===== config.mk =====
export PLATFORM = sky130hd
export DESIGN_NAME = mux4_rr_arbiter
export DESIGN_NICKNAME = d
export VERILOG_FILES = /design/src/rtl/mux4_rr_arbiter.sv
export SDC_FILE = /design/constraint.sdc
export NUM_CORES = 1
export LEC_CHECK = 0
export CORE_UTILIZATION = 35
export CTS_BUF_LIST = sky130_fd_sc_hd__clkbuf_8
export CTS_CLUSTER_DIAMETER = 50
export DETAILED_ROUTE_END_ITERATION = 8
export PLACE_DENSITY = 0.74
export SLEW_MARGIN = 25
export SYNTH_ARGS = -nofsm -noshare
export SYNTH_HDL_FRONTEND = slang
export SYNTH_SLANG_ARGS = --single-unit
export TNS_END_PERCENT = 20

===== constraint.sdc =====
create_clock -name clk -period 1.97 [get_ports clk]
set_clock_uncertainty 0.1 [all_clocks]
set_input_delay 0.197 -clock clk [delete_from_list [all_inputs] [get_ports clk]]
set_output_delay 0.197 -clock clk [all_outputs]
set_load 0.005 [all_outputs]

===== src/rtl/mux4_rr_arbiter.sv =====
// Four-source round-robin arbiter driving a 4:1 one-bit mux select.
// Optional forced release after HOLD_MAX cycles when MUX4_ARB_TIMEOUT_EN is defined.
module mux4_rr_arbiter #(
  parameter int HOLD_MAX = 8
) (
  input  logic       clk,
  input  logic       rst,
  input  logic [3:0] req,
  input  logic       done,
  input  logic [3:0] d,
  output logic [3:0] gnt,
  output logic       s1,
  output logic       s0,
  output logic       busy,
  output logic       q,
  output logic       timeout
);

  typedef enum logic {IDLE, GRANT} state_t;

  state_t     state;
  logic [1:0] last;
  logic [1:0] sel;
  logic       nat_rel;
  logic       force_rel;
  logic [3:0] cand;
  logic [2:0] pick;

  if (HOLD_MAX < 2 || HOLD_MAX > 255) begin : g_bad_hold
    $error("mux4_rr_arbiter: HOLD_MAX must be in 2..255");
  end

  // Returns {found, index} of the first set bit of mask, scanning ptr+1 .. ptr+4 (mod 4).
  function automatic logic [2:0] rr_pick(input logic [3:0] mask, input logic [1:0] ptr);
    logic [2:0] res;
    logic [1:0] idx;
    res = 3'b000;
    for (int k = 1; k <= 4; k++) begin
      idx = ptr + 2'(k);
      if (!res[2] && mask[idx]) res = {1'b1, idx};
    end
    return res;
  endfunction

`ifdef MUX4_ARB_TIMEOUT_EN
  localparam logic [7:0] HOLD_LAST = 8'(HOLD_MAX - 1);
  logic [7:0] hold_cnt;
  logic       timeout_r;
`endif

  always_comb begin
    nat_rel   = done || !req[sel];
    force_rel = 1'b0;
`ifdef MUX4_ARB_TIMEOUT_EN
    force_rel = (state == GRANT) && !nat_rel && (hold_cnt == HOLD_LAST);
`endif
    // A timed-out owner is excluded from the very decision that releases it.
    cand = req;
    if (force_rel) cand[sel] = 1'b0;
    pick = rr_pick(cand, last);
  end

  always_ff @(posedge clk) begin
    if (rst) begin
      state <= IDLE;
      gnt   <= 4'b0000;
      sel   <= 2'b00;
      last  <= 2'd3;
      busy  <= 1'b0;
`ifdef MUX4_ARB_TIMEOUT_EN
      hold_cnt  <= 8'd0;
      timeout_r <= 1'b0;
`endif
    end else begin
`ifdef MUX4_ARB_TIMEOUT_EN
      timeout_r <= force_rel;
`endif
      if (state == IDLE || nat_rel || force_rel) begin
        if (pick[2]) begin
          state <= GRANT;
          gnt   <= 4'b0001 << pick[1:0];
          sel   <= pick[1:0];
          last  <= pick[1:0];
          busy  <= 1'b1;
`ifdef MUX4_ARB_TIMEOUT_EN
          hold_cnt <= 8'd0;
`endif
        end else begin
          // Select lines deliberately keep their last value while idle.
          state <= IDLE;
          gnt   <= 4'b0000;
          busy  <= 1'b0;
`ifdef MUX4_ARB_TIMEOUT_EN
          hold_cnt <= 8'd0;
`endif
        end
      end else begin
`ifdef MUX4_ARB_TIMEOUT_EN
        hold_cnt <= hold_cnt + 8'd1;
`endif
      end
    end
  end

`ifdef MUX4_ARB_TIMEOUT_EN
  assign timeout = timeout_r;
`else
  assign timeout = 1'b0;
`endif

  assign s1 = sel[1];
  assign s0 = sel[0];
  assign q  = busy ? d[sel] : 1'b0;

endmodule


==> results by group, run 1 <==
Clock tree
  • Setup Buffers After CTS: 0
  • Clock Latency Late Sink: 0.22 ns
  • Longest Clk Path Bufs: 2
  • Root buffer cell: clkbuf_8
  • Num CTS Buffers: 3
  • Clock-pin slew on the worst setup and hold paths: 0.04 ns
  • # clock sinks: 9
  • CTS tree: yes
  • H-tree levels: 1
  • CTS Hold Bufs: 0

Logic synthesis
  • Synthesized instance count: 54
  • Post-Synth Simple-Gate Area: 30.7%
  • Post-synthesis sequential area ratio: 36.8%
  • Top cells by area, synth: dfxtp_1 (37%), mux4_1 (5.4%), nor2_1 (5.4%), mux4_2 (4.6%), nand2_1 (4.6%)
  • Netlist cell types: 26
  • Complex-gate fraction of the synthesized area: 16.6%
  • Mapped Area: 489 um2
  • Mux cell area share after synthesis: 12.0%
  • Async SR Flop Fraction: 0%
  • Number of synthesized flops with an enable pin: 0
  • Largest family of logic cells by synthesized area: simple AND/OR/NAND/NOR gates
  • Yosys top cell by area: dfxtp_1
  • #FFs+latches synth: 9
  • Yosys warning total: 0
  • Synth top area share: 36.8%
  • Count leader, synth: dfxtp_1
  • Syn_area_per_cell: 9.06 um2
  • Post-synthesis xor/xnor area fraction: 0%
  • Dominant synthesized flop cell: dfxtp_1
  • Post-Synth Adder-Cell Area: 0%
  • Top cells by count, synth: dfxtp_1 (9), nor2_1 (7), nand2_1 (6), a21oi_1 (4)
  • Synth Net Count: 65

Drt
  • TritonRoute pass-1 iters: 4
  • DR vias: 503
  • DRC: 0
  • Final wirelength: 1.16 mm
  • Remaining antenna violation count: 0
  • First DRT Iteration DRCs: 8
  • Post-DR vias/cell: 5.03
  • WL per Instance: 11.6 um

Worst setup path
  • Reg2reg start: sel[1]
  • CP startpoint kind: input port
  • CP Class: input port to flip-flop
  • CP Data Required Time: 1.99 ns
  • Critical Path AT: 1.86 ns
  • FF-to-FF setup slack: 0.21 ns
  • Critical path endpoint category: flip-flop
  • Maximum fanout along the worst path: 5
  • R2R cell count: 5
  • FF-to-FF End: last[1]
  • Max incr delay on CP: 0.51 ns
  • CP cell instances: clkdlybuf4s50_1, mux4_2, and3b_4, or2_4, a21oi_2, nand2_1
  • Slowest cell on the critical path: mux4_2

Min path
  • HP Class: flip-flop to flip-flop
  • Hold Path Stages: 2
  • Sink of the worst hold path: gnt[3]
  • HP Start: gnt[3]

GRT
  • Grt ovf: 0
  • First-pass GRT wire length: 1.75 mm
  • GRT Overall Usage: 16.7%
  • Initial antenna violation count: 0
  • Largest net degree at the start of global routing: 10
  • Vias in the first global route: 412

Floorplan
  • # rows: 13
  • Core area: 1300 um2
  • Starting Density: 37.6%
  • Die area: 1550 um2
  • Chip width: 39.4 um
  • Top Ports: 20
  • Die height: 39.4 um

STA
  • Period utilisation layout: 93.6%
  • Final setup fails: 0
  • Final Max Slew Viols: 0
  • Max Clk Rate: 542 MHz
  • Min Tclk post-route: 1.84 ns
  • Final Hold Fails: 0
  • RSZ-0062 raised after global routing: no

Power and ir drop
  • Total power: 594 uW
  • Power per cell area: 742 nW/um2
  • Max VDD drop: 598 uV
  • LEAKAGE: 0.000330 uW

Status
  • Status: complete, no violations

Placement
  • Input/output buffers: 18
  • HPWL Detailed: 924 um
  • Placed insts: 96
  • Area post-placement: 756 um2
  • GP Congestion: 0.781

Job
  • Max Cap Viol: 0

Cells and area
  • Fin cells: 100
  • Ratio of cells with drive above 1 in the final layout: 23.5%
  • Final Cell Area: 801 um2
  • Fin nets: 97
  • Area growth syn-to-layout: 63.7%
  • Diodes inserted: 0
-- power breakdown --
part	switching [uW]	leakage, uW	total [uW]	internal (uW)
Sequential	16.2	0.0000748	219	203
Combinational	65.0	0.000228	176	111
Clock	64.5	0.0000269	199	135
Total	146	0.000330	594	449
-- cell type report --
type / instances / area [um2]
clock buffers: 3 / 41.3
clock inverters: 1 / 3.75
fillers: 116 / 500
multi-input cells: 43 / 294
flip-flops and latches: 9 / 181
well taps: 15 / 18.8
repair buffers: 29 / 262
-- state kept, by name, indices dropped and copies added (netlist names) --
register / count
sel: 2
state: 1
last: 2
gnt: 4
-- routing by layer --
| metal | routed length (um) | up-vias | part of all wire, % | track usage (%) |
|---|---|---|---|---|
| met3 | 74 | 2 | 6.4 | 2.27 |
| met2 | 529 | 20 | 46 | 25.8 |
| met5 | 0 | - | 0 | 0 |
| li1 | - | 254 | - | - |
| met4 | 15 | 0 | 1.3 | 7.76 |
| met1 | 541 | 227 | 47 | 22.7 |
-- worst max-delay path: cells and delay by family --
family          cells  cell delay (ns)
mux                 1             0.51
compound gates      1             0.14
simple gates        3             0.53
buf+inv             1             0.48
-- cells in the final DEF (no fill, tap or decap), types with 2 or more instances in the layout --
cell	netlist	layout
nand3b_1	3	3
nor2_1	7	7
nand3_1	2	2
dfxtp_1	9	8
nand2_1	6	6
a21oi_1	4	4
clkbuf_8	0	3
clkdlybuf4s50_1	0	17
nand2b_1	3	3
buf_4	2	11
-- through the flow --
stage               util, %  TNS, ns  hold slack (ns)  worst slack [ns]
finish                 61.5        0            0.354             0.126
global route           61.5        0            0.371            0.0968
CTS                    61.5        0            0.354             0.133
detailed placement     58.1   -0.335            0.348           -0.0959
global placement       58.1   -0.172            0.344           -0.0667
floorplan                 -        0            0.249             0.213
-- repair_timing --
item                                    4_1_cts  5_1_grt
endpoints found under the setup margin        1        0
hold endpoints to repair                      0        0
gates resized for setup                       2        0
-- worst max path at each step --
stage               depth (start not counted)      end   start
floorplan                                   5  last[0]  sel[1]
global placement                            6  last[1]  req[1]
CTS                                         6  last[1]  req[1]
finish                                      6  last[1]  req[1]
detailed placement                          6  last[1]  req[1]
global route                                6  last[0]  req[1]
-- cells by family after synthesis --
group	Yosys count
AOI/OAI and AO/OA	12
buffers and inverters	2
DFF	9
muxes	3
other	1
and+or+nand+nor	27
Note: power is estimated with default switching activity, not from simulation.
==> inputs of run 2 (changes only) <==
--- a/config.mk
+++ b/config.mk
@@ -5,6 +5,7 @@
 export SDC_FILE = /design/constraint.sdc
 export NUM_CORES = 1
 export LEC_CHECK = 0
+export CAP_MARGIN = 5
 export CORE_UTILIZATION = 35
 export CTS_BUF_LIST = sky130_fd_sc_hd__clkbuf_8
 export CTS_CLUSTER_DIAMETER = 50
==> results of run 2 <==
The final DEF is identical to that of run 1; final timing and power are the same.
